[src/rtl/keypad_pkg.sv]
// keypad_pkg: scanner state type and 4x4 key code map.
// Shared by every keypad_scanner source file.
package keypad_pkg;

  typedef enum logic [1:0] {
    SCAN,
    DEBOUNCE,
    HELD
  } scan_state_t;

  localparam logic [3:0] KEYMAP [4][4] = '{
    '{4'h1, 4'h2, 4'h3, 4'hA},
    '{4'h4, 4'h5, 4'h6, 4'hB},
    '{4'h7, 4'h8, 4'h9, 4'hC},
    '{4'hE, 4'h0, 4'hF, 4'hD}
  };

  function automatic logic [3:0] key_map(
    input logic [1:0] row_idx,
    input logic [1:0] col_idx
  );
    return KEYMAP[row_idx][col_idx];
  endfunction

endpackage

[src/rtl/sync_2ff.sv]
// sync_2ff: two-flop synchronizer for asynchronous level inputs.
// Resets to RESET_VAL so idle pulled-up rows read as released.
module sync_2ff #(
  parameter int               WIDTH     = 4,
  parameter logic [WIDTH-1:0] RESET_VAL = '1
) (
  input  logic             clk,
  input  logic             reset,
  input  logic [WIDTH-1:0] d,
  output logic [WIDTH-1:0] q
);

  logic [WIDTH-1:0] meta;

  always_ff @(posedge clk or posedge reset) begin
    if (reset) begin
      meta <= RESET_VAL;
      q    <= RESET_VAL;
    end else begin
      meta <= d;
      q    <= meta;
    end
  end

endmodule

[src/rtl/keypad_scanner.sv]
// keypad_scanner: 4x4 matrix scan, debounce and two-digit key history.
// Define KEYPAD_AUTOREPEAT_EN to re-emit a held key every REPEAT_CYCLES.
module keypad_scanner
  import keypad_pkg::*;
#(
  parameter int SCAN_CYCLES     = 48000,
  parameter int DEBOUNCE_CYCLES = 2400000,
  parameter int REPEAT_CYCLES   = 24000000
) (
  input  logic       clk,
  input  logic       reset,
  input  logic [3:0] rows,
  output logic [3:0] cols,
  output logic [3:0] digit_left,
  output logic [3:0] digit_right,
  output logic [3:0] key_code,
  output logic       key_valid
);

  localparam int MAX_SD =
    (SCAN_CYCLES > DEBOUNCE_CYCLES) ? SCAN_CYCLES : DEBOUNCE_CYCLES;
  localparam int MAX_P =
    (MAX_SD > REPEAT_CYCLES) ? MAX_SD : REPEAT_CYCLES;
  localparam int CW = $clog2(MAX_P + 1);

  localparam logic [CW-1:0] SCAN_LAST = CW'(SCAN_CYCLES - 1);
  localparam logic [CW-1:0] DEB_LAST  = CW'(DEBOUNCE_CYCLES - 1);
`ifdef KEYPAD_AUTOREPEAT_EN
  localparam logic [CW-1:0] REP_LAST  = CW'(REPEAT_CYCLES - 1);
`endif

  scan_state_t state, state_n;
  logic [CW-1:0] cnt, cnt_n;
  logic [1:0]    col_idx, col_n;
  logic [1:0]    row_idx, row_n;
  logic [3:0]    code_n, left_n, right_n;
  logic          kv_n;
  logic [3:0]    rows_s;
  logic          one_low;
  logic [1:0]    low_idx;
  logic          row_hi;
  logic [3:0]    hit_code;
`ifdef KEYPAD_AUTOREPEAT_EN
  logic [CW-1:0] rep, rep_n;
`endif

  sync_2ff #(
    .WIDTH     (4),
    .RESET_VAL (4'hF)
  ) u_sync (
    .clk   (clk),
    .reset (reset),
    .d     (rows),
    .q     (rows_s)
  );

  assign cols     = ~(4'b0001 << col_idx);
  assign row_hi   = rows_s[row_idx];
  assign hit_code = key_map(row_idx, col_idx);

  // Any pattern other than a single low row counts as no key.
  always_comb begin
    one_low = 1'b1;
    low_idx = 2'd0;
    case (rows_s)
      4'b1110: low_idx = 2'd0;
      4'b1101: low_idx = 2'd1;
      4'b1011: low_idx = 2'd2;
      4'b0111: low_idx = 2'd3;
      default: one_low = 1'b0;
    endcase
  end

  always_comb begin
    state_n = state;
    cnt_n   = cnt;
    col_n   = col_idx;
    row_n   = row_idx;
    kv_n    = 1'b0;
    code_n  = key_code;
    left_n  = digit_left;
    right_n = digit_right;
`ifdef KEYPAD_AUTOREPEAT_EN
    rep_n   = rep;
`endif
    unique case (state)
      SCAN: begin
        if (cnt == SCAN_LAST) begin
          cnt_n = '0;
          if (one_low) begin
            row_n   = low_idx;
            state_n = DEBOUNCE;
          end else begin
            col_n = col_idx + 2'd1;
          end
        end else begin
          cnt_n = cnt + 1'b1;
        end
      end
      DEBOUNCE: begin
        if (row_hi) begin
          state_n = SCAN;
          cnt_n   = '0;
        end else if (cnt == DEB_LAST) begin
          kv_n    = 1'b1;
          code_n  = hit_code;
          left_n  = digit_right;
          right_n = hit_code;
          state_n = HELD;
          cnt_n   = '0;
`ifdef KEYPAD_AUTOREPEAT_EN
          rep_n   = '0;
`endif
        end else begin
          cnt_n = cnt + 1'b1;
        end
      end
      HELD: begin
        if (row_hi) begin
`ifdef KEYPAD_AUTOREPEAT_EN
          rep_n = '0;
`endif
          if (cnt == DEB_LAST) begin
            state_n = SCAN;
            cnt_n   = '0;
            col_n   = col_idx + 2'd1;
          end else begin
            cnt_n = cnt + 1'b1;
          end
        end else begin
          cnt_n = '0;
`ifdef KEYPAD_AUTOREPEAT_EN
          if (rep == REP_LAST) begin
            kv_n    = 1'b1;
            code_n  = hit_code;
            left_n  = digit_right;
            right_n = hit_code;
            rep_n   = '0;
          end else begin
            rep_n = rep + 1'b1;
          end
`endif
        end
      end
      default: begin
        state_n = SCAN;
        cnt_n   = '0;
      end
    endcase
  end

  always_ff @(posedge clk or posedge reset) begin
    if (reset) begin
      state       <= SCAN;
      cnt         <= '0;
      col_idx     <= 2'd0;
      row_idx     <= 2'd0;
      key_valid   <= 1'b0;
      key_code    <= 4'h0;
      digit_left  <= 4'h0;
      digit_right <= 4'h0;
`ifdef KEYPAD_AUTOREPEAT_EN
      rep         <= '0;
`endif
    end else begin
      state       <= state_n;
      cnt         <= cnt_n;
      col_idx     <= col_n;
      row_idx     <= row_n;
      key_valid   <= kv_n;
      key_code    <= code_n;
      digit_left  <= left_n;
      digit_right <= right_n;
`ifdef KEYPAD_AUTOREPEAT_EN
      rep         <= rep_n;
`endif
    end
  end

endmodule

[config.mk]
export PLATFORM = sky130hd
export DESIGN_NAME = keypad_scanner
export DESIGN_NICKNAME = d
export VERILOG_FILES = /design/src/rtl/keypad_pkg.sv /design/src/rtl/sync_2ff.sv /design/src/rtl/keypad_scanner.sv
export SDC_FILE = /design/constraint.sdc
export NUM_CORES = 1
export LEC_CHECK = 0
export BUFFER_PORTS_ARGS = -buffer_cell sky130_fd_sc_hd__buf_2
export CAP_MARGIN = 20
export CORE_MARGIN = 2
export CORE_UTILIZATION = 63
export DETAILED_ROUTE_END_ITERATION = 6
export PLACE_DENSITY_LB_ADDON = 0.3
export SLEW_MARGIN = 30
export SYNTH_ARGS = -nofsm -noshare
export SYNTH_HDL_FRONTEND = slang
export SYNTH_SLANG_ARGS = --single-unit
[constraint.sdc]
create_clock -name clk -period 5.6 [get_ports clk]
set_input_delay 1.12 -clock clk [delete_from_list [all_inputs] [get_ports clk]]
set_output_delay 1.12 -clock clk [all_outputs]
set_load 0.005 [all_outputs]
==> results of run 1 <==
worst min path at each step:
stage,start,end,slack [ns],cells past startpoint
2_1_floorplan,u_sync.meta[0],u_sync.q[0],0.35,0
3_3_place_gp,u_sync.meta[3],u_sync.q[3],0.35,0
3_5_place_dp,u_sync.meta[0],u_sync.q[0],0.35,0
4_1_cts,u_sync.meta[0],u_sync.q[0],0.36,0
5_1_grt,u_sync.meta[1],u_sync.q[1],0.36,0
6_report,u_sync.meta[3],u_sync.q[3],0.36,0
logic make-up (layout without fill, tap and decap cells):
logic type / after synthesis / in the layout / synth area share
adder cells (fa/ha/maj): 5 / 5 / 0.0257
AND/OR/NAND/NOR: 101 / 101 / 0.218
XOR/XNOR: 26 / 26 / 0.0937
multiplexers: 11 / 11 / 0.0556
buffers and inverters: 21 / 43 / 0.0417
flip-flops: 48 / 48 / 0.498
AO/OA/AOI/OAI: 23 / 23 / 0.0670
sequential cells by signal (all words and copies together), names as in the netlist:
name,count
row_idx,2
key_valid,1
u_sync.meta,4
state,2
u_sync.q,4
col_idx,2
cnt,25
digit_left,4
key_code,4
worst max-delay path, stage by stage (launching register included):
cell,delay (ns)
dfrtp_1,0.43
or4_4,0.57
nor4_4,0.36
a31oi_1,0.16
a211oi_2,0.67
buf_4,0.32
nor2_1,0.07
per-layer routing:
layer	share of wire	vias to the layer above
met5	0	-
met4	0.014	0
met3	0.030	4
met2	0.48	25
met1	0.47	836
li1	-	845
per-stage QoR:
step	hold slack, ns	std cells	util	worst slack [ns]	instance area [µm²]
2_1_floorplan	0.345	235	-	3.35	2430
3_3_place_gp	0.346	297	0.692	2.98	2550
3_5_place_dp	0.347	297	0.693	2.88	2560
4_1_cts	0.360	305	0.717	2.87	2650
5_1_grt	0.363	305	0.717	2.72	2650
6_report	0.359	305	0.717	2.90	2650
placed cells by master (no fill, tap or decap), drive strengths merged, types with 10 or more instances in the layout:
cell,instances
dfrtp,40
nor2,36
buf,23
nand2,17
xor2,14
xnor2,12
inv,11
nand3,10
mux2,10
nand4,10
area by class of cell:
type,count,area share
clock buffer,5,0.0260
clock inverter,3,0.00709
inverter,12,0.0175
multi-input combinational,166,0.425
sequential,48,0.458
tap,48,0.0227
timing repair buffer,23,0.0444
power groups by stage:
stage	Combinational (mW)	Sequential (mW)	Clock [mW]
after global placement	0.0139	0.361	0
final	0.0135	0.355	0.198
after detailed placement	0.0140	0.361	0
after floorplan	0.00984	0.361	0
after global routing	0.0157	0.355	0.223
after CTS	0.0141	0.355	0.206
==> metrics.yaml, run 1 <==
grt_start_max_net_pins: 49
io_buffers: 22
totalNegativeSetupSlack_ns: 0
hpwl_um: 2850
synth.most_common_cell: "dfrtp_1"
grt_antenna_before_repair: 0
arrival_ns: 2.88
power_mw: 0.566
slew_violations: 0
p_per_area_nw_per_um2: 214
die_h_um: 66.1
top_level_ports: 23
wirelength_um: 4020
ir_drop_mv: 0.179
slew_headroom: 0.481
required_ns: 5.79
seqPwrFrac: 0.626
seq_area_um2: 1210
period_share: 0.482
cts_sinks: 48
num_vias: 1710
max_slew.worst_pin.slew_ns: 0.777
drv_cap: 0
p_leak_nw: 1.22
clkPwrFrac: 0.350
die_width_um: 66.1
hold_violations: 0
drt-wirelength-per-cell_um: 13.2
r2r_setup_slack_ns: 2.90
synthTopCellsByArea: "dfrtp_1 (41%), dfstp_2 (8.7%), nor2_1 (5.6%), xor2_1 (5.0%), mux2_2 (4.6%)"
crit_path_max_fanout: 14
swShare: 0.218
comb_power_share: 0.024
ys_async_sr_fraction: 1.00
start_util: 0.659
fillCellCount: 279
fp.dieArea_um2: 4370
synth-edff-count: 0
synth_area_um2: 2430
finalClockSkew_ns: 0.00650
p_switching_mw: 0.123
drtAntennaViolNets: 0
yosysWarnings: 0
netlist_top_cells_count: "dfrtp_1 (40), nor2_1 (36), nand2_1 (17)"
max_clock_freq_mhz: 370
rsz0062_at_grt: "false"
worstSetupEndpoint: "cnt[9]"
area_growth_pct: 8.91
root_buffer: "clkbuf_8"
drive_gt1_frac: 0.230
grt_use_total: 0.211
grt-ovfl-total: 0
gp_congestion: 0.796
ctsHtreeMaxLevel: 2
grtUsageMet3: 0.0511
diodes: 0
hold_path_class: "register to register"
startpoint: "cnt[14]"
first_global_vias: 1570
yosysSeqAreaShare: 0.498
holdBufCountCts: 0
dr.pass1.iters: 4
fin_crit_ns: 2.70
synth_fp_nets: 246
timing.rr.end: "cnt[9]"
met2_usage: 0.334
postSynthAreaPerCell_um2: 10.3
nets: 267
end_kind: "register"
drc: 0
ff2ff_path_depth: 6
ys_types: 42
synthCells: 235
cts_setup_buffers: 0
cts_resized: 0
critPathLaunchType: "register"
ys_ff_latch: 48
grt_pass1_wl_um: 6930
reg2reg_from: "cnt[14]"
num_rows: 22
internal_power_mw: 0.443
multi_input_area_um2: 1120
cts_tree: "done"
cts_buffer_depth: 2
grt_busiest_layer: "met2"
clk_pin_slew_worst_paths_ns: 0.08
grt_use_met1: 0.278
setup_viol: 0
cts_buffers: 5
yosysTopAreaCellShare: 0.412
synth_area_leader_cell: "dfrtp_1"
core_um2: 3690
criticalPathCategory: "register to register"
synth_flop_cell: "dfrtp_1"
clk_latency_ns: 0.30
viasPerCell: 5.61
drt_iter0_markers: 92
outcome: "complete, no violations"
No activity file was read; power rests on OpenSTA's default activity.
==> run 2: changes to the inputs <==
--- a/config.mk
+++ b/config.mk
@@ -8,7 +8,7 @@
 export BUFFER_PORTS_ARGS = -buffer_cell sky130_fd_sc_hd__buf_2
 export CAP_MARGIN = 20
 export CORE_MARGIN = 2
-export CORE_UTILIZATION = 63
+export CORE_UTILIZATION = 58
 export DETAILED_ROUTE_END_ITERATION = 6
 export PLACE_DENSITY_LB_ADDON = 0.3
 export SLEW_MARGIN = 30
==> constraint.sdc (replaced) <==
create_clock -name clk -period 2.57 [get_ports clk]
set_input_delay 0.514 -clock clk [delete_from_list [all_inputs] [get_ports clk]]
set_output_delay 0.514 -clock clk [all_outputs]
set_load 0.005 [all_outputs]
==> run 2 against run 1 <==
  * Total power up 140%
  * Non-clock buffer count is 2 higher
  * Global-route usage is 0.87 points lower
  * Via count decreased by 0.58%
  * First-iteration DRC count increased by 3.3%
  * Critical path depth decreased by 1
  * Clock power grew to 2.8 times the previous value
  * Register-to-register slack lost 2.7 ns
  * Maximum frequency is 15% higher
  * Clock-buffer cell count grew 1
  * Final area rose by 1.9%
  * Utilization is 4.8 points lower
==> metrics.yaml, run 2 (synthesis gave the netlist of run 1 again) <==
cts_tree: "done"
grt_antenna_before_repair: 0
regMostFlops: "cnt"
drv_cap: 0
setup_viol: 0
ctsHtreeMaxLevel: 2
root_buffer: "clkbuf_8"
clk_pin_slew_worst_paths_ns: 0.09
worstSetupEndpoint: "col_idx[1]"
grt_use_total: 0.202
ir_drop_mv: 0.328
reg2reg_from: "cnt[14]"
top_layer: "met4"
die_h_um: 68.7
max_slew.worst_pin.slew_ns: 0.633
p_leak_nw: 1.24
cts_setup_buffers: 0
grt_pass1_wl_um: 6890
drtAntennaViolNets: 0
core_um2: 4030
m1WireLength_um: 2020
startpoint: "cnt[14]"
hpwl_um: 3000
final_cell_mix: "dfrtp_1 (40), nor2_1 (36), buf_2 (22)"
timing.rr.end: "col_idx[1]"
holdWs_ns: 0.237
wirelength_um: 4160
grt-ovfl-total: 0
top_level_ports: 23
slew_violations: 0
finalClockSkew_ns: 0.00632
drive_gt1_frac: 0.228
cts_buffers: 5
slew_headroom: 0.575
rsz0062_at_grt: "false"
cts_buffer_depth: 2
final_util: 0.670
final_common_cell: "dfrtp_1"
grt_start_max_net_pins: 26
wl_met3_um: 156
totalNegativeSetupSlack_ns: 0
fp.dieArea_um2: 4720
multi_input_area_um2: 1120
period_share: 0.912
fillCellCount: 312
clk_latency_ns: 0.30
num_rows: 23
design_area_um2: 2700
hold_violations: 0
cts_resized: 0
gp_congestion: 0.809
area_growth_pct: 11.0
criticalPathCategory: "register to register"
dr_wl_met2_um: 1910
drc: 0
fin_crit_ns: 2.34
viasPerCell: 5.50
cts_sinks: 48
num_vias: 1700
max_clock_freq_mhz: 427
hold_path_class: "primary input to asynchronous set/reset pin"
crit_path_max_fanout: 6
end_kind: "register"
start_util: 0.603
outcome: "complete, no violations"
die_width_um: 68.7
placed_area_um2: 2580
drt-wirelength-per-cell_um: 13.4
arrival_ns: 2.54
dr.pass1.iters: 4
r2r_setup_slack_ns: 0.23
holdBufCountCts: 0
diodes: 0
nets: 269
io_buffers: 22
drt_iter0_markers: 95
seq_area_um2: 1210
ff2ff_path_depth: 5
p_per_area_nw_per_um2: 504
first_global_vias: 1490
critPathLaunchType: "register"
required_ns: 2.76
largest_register_ffs: 25
run 2: cell types whose count changed in the layout (fill, tap and decap cells not counted):
| cell | change |
|---|---|
| clkinv_2 | -3 |
| clkinv_1 | +1 |
| clkinv_4 | -1 |
| inv_2 | +1 |
| bufinv_16 | +1 |
| clkbuf_8 | +1 |
| buf_4 | +1 |
| nor4_1 | +1 |
| nor4_2 | -1 |
| buf_12 | +1 |
run 2: power breakdown:
part / switching, mW / total, mW / internal [mW]
logic: 0.0219 / 0.0336 / 0.0118
clock network: 0.241 / 0.554 / 0.313
registers: 0.00648 / 0.773 / 0.766
run 2: worst min-delay path by stage:
stage	to	slack [ns]	cells after the start
6_report	row_idx[1]	0.24	2
4_1_cts	row_idx[1]	0.26	2
3_5_place_dp	u_sync.q[3]	0.35	0
5_1_grt	digit_left[1]	0.27	2
2_1_floorplan	u_sync.q[0]	0.35	0
3_3_place_gp	u_sync.q[1]	0.35	0
run 2: final cells by class:
| class | count | share of cell area |
|---|---|---|
| clock buffer | 6 | 0.0306 |
| clock inverter | 2 | 0.0125 |
| inverter | 12 | 0.0167 |
| multi-input combinational | 166 | 0.414 |
| sequential | 48 | 0.449 |
| tap | 50 | 0.0232 |
| timing repair buffer | 25 | 0.0538 |
run 2: routing by layer:
metal | track usage | vias up
met5 | 0 | -
met4 | 0.0735 | 0
met3 | 0.0552 | 8
met2 | 0.322 | 34
met1 | 0.264 | 811
li1 | - | 847
run 2: metrics by stage:
stage | total power [mW] | std cells | setup WS [ns]
2_1_floorplan | 0.807 | 235 | 0.369
3_3_place_gp | 0.821 | 301 | 0.304
3_5_place_dp | 0.822 | 301 | 0.229
4_1_cts | 1.37 | 309 | 0.207
5_1_grt | 1.42 | 309 | 0.0861
6_report | 1.36 | 309 | 0.226
run 2: worst max-delay path: stages (launching register included):
cell     delay (ns)
dfrtp_1        0.43
or4_4          0.57
nor4_4         0.37
nand3_1        0.16
o32ai_2        0.34
mux2_2         0.37
==> run 3: changes to the inputs <==
==> constraint.sdc (replaced) <==
create_clock -name clk -period 2.51 [get_ports clk]
set_input_delay 0.502 -clock clk [delete_from_list [all_inputs] [get_ports clk]]
set_output_delay 0.502 -clock clk [all_outputs]
set_load 0.005 [all_outputs]
==> run 3 against run 2 <==
  * Clock-buffer cell count grew 1
  * Hold slack worse by 0.019 ns
  * Clock skew is 0.010 ns higher
  * Final area down 0.51%
  * Sequential cell count stayed put
  * Sequential power increased by 2%
==> metrics.yaml, run 3 (synthesis gave the netlist of run 1 again) <==
outcome: "complete, no violations"
hold_violations: 0
setup_viol: 0
grt_antenna_before_repair: 0
multi_input_area_um2: 1120
num_vias: 1698
root_buffer: "clkbuf_8"
cts_buffers: 5
nets: 270
die_width_um: 68.7
regMostFlops: "cnt"
required_ns: 2.72
end_kind: "register"
placed_area_um2: 2590
grtUsageMet3: 0.0487
viasPerCell: 5.48
clk_latency_ns: 0.31
drt_iter0_markers: 130
rsz0062_at_grt: "false"
clk_pin_slew_worst_paths_ns: 0.10
drc: 0
dr.pass1.iters: 4
diodes: 0
top_level_ports: 23
grt-ovfl-total: 0
p_leak_nw: 1.24
max_clock_freq_mhz: 430
ctsHtreeMaxLevel: 2
slew_headroom: 0.640
fin_cells: 310
hold_path_class: "primary input to asynchronous set/reset pin"
grt_use_met1: 0.252
cts_buffer_depth: 2
fillCellCount: 340
final_common_cell: "dfrtp_1"
largest_register_ffs: 25
grt_busiest_layer: "met2"
ir_drop_mv: 0.354
reg2reg_from: "cnt[14]"
p_per_area_nw_per_um2: 489
grt_pass1_wl_um: 6870
holdWs_ns: 0.218
drt-wirelength-per-cell_um: 13.7
drive_gt1_frac: 0.231
finalClockSkew_ns: 0.0165
dp_cells: 302
first_global_vias: 1549
grt_start_max_net_pins: 26
cts_sinks: 48
fin_crit_ns: 2.32
holdBufCountCts: 0
core_um2: 4030
critPathLaunchType: "register"
grt_use_total: 0.199
criticalPathCategory: "register to register"
cts_setup_buffers: 0
wirelength_um: 4240
fp.dieArea_um2: 4720
cts_resized: 0
arrival_ns: 2.53
final_cell_mix: "dfrtp_1 (40), nor2_1 (36), buf_2 (22)"
slew_violations: 0
seq_area_um2: 1210
die_h_um: 68.7
gp_congestion: 0.809
max_slew.worst_pin.slew_ns: 0.539
design_area_um2: 2680
startpoint: "cnt[14]"
num_rows: 23
io_buffers: 22
drtAntennaViolNets: 0
area_growth_pct: 10.5
drv_cap: 0
hpwl_um: 2930
crit_path_max_fanout: 6
start_util: 0.603
cts_tree: "done"
met2_usage: 0.326
totalNegativeSetupSlack_ns: 0
period_share: 0.926
run 3: cell types whose count changed in the layout (fill, tap and decap cells not counted):
cell / delta
clkinv_4: +1
buf_4: +1
clkbuf_1: +1
bufinv_16: -1
clkinv_1: -1
run 3: worst max-delay path, stage by stage, from the launching register on:
cell and delay, ns:
dfrtp_1 0.43, or4_4 0.57, nor4_4 0.37, nand3_1 0.14
o32ai_2 0.34, mux2_2 0.37
run 3: metrics by stage:
step | utilization | worst slack [ns] | total power [mW]
final | 0.666 | 0.186 | 1.31
after global routing | 0.666 | 0.0322 | 1.36
after CTS | 0.666 | 0.156 | 1.32
after detailed placement | 0.643 | 0.169 | 0.842
after global placement | 0.643 | 0.244 | 0.840
after floorplan | - | 0.309 | 0.826
run 3: path summary, 6_finish.rpt:
| kind | to | slack (ns) | cells past startpoint |
|---|---|---|---|
| setup / recovery | col_idx[1] | 0.19 | 5 |
| hold / removal | row_idx[1] | 0.22 | 2 |
| setup reg to reg | col_idx[1] | 0.19 | 5 |
| hold reg to reg | u_sync.q[3] | 0.36 | 0 |
| max in group asynchronous | u_sync.meta[0] | 1.69 | 3 |
| min in group clk | u_sync.meta[1] | 0.29 | 1 |
run 3: metal layers:
metal,vias up,wire [µm]
met5,-,0
met4,0,84
met3,10,158
met2,41,2000
met1,796,1990
li1,851,-
run 3: final cells by class:
class | instances | area share
sequential | 48 | 0.451
timing repair buffer | 26 | 0.0569
clock inverter | 1 | 0.00326
multi-input combinational | 166 | 0.416
clock buffer | 7 | 0.0322
inverter | 12 | 0.0168
tap | 50 | 0.0233
run 3: report_power, final:
part	switching (mW)	leakage, nW	internal (mW)
Clock	0.262	0.0484	0.226
Sequential	0.00653	0.629	0.785
Combinational	0.0223	0.562	0.0120
Total	0.291	1.24	1.02
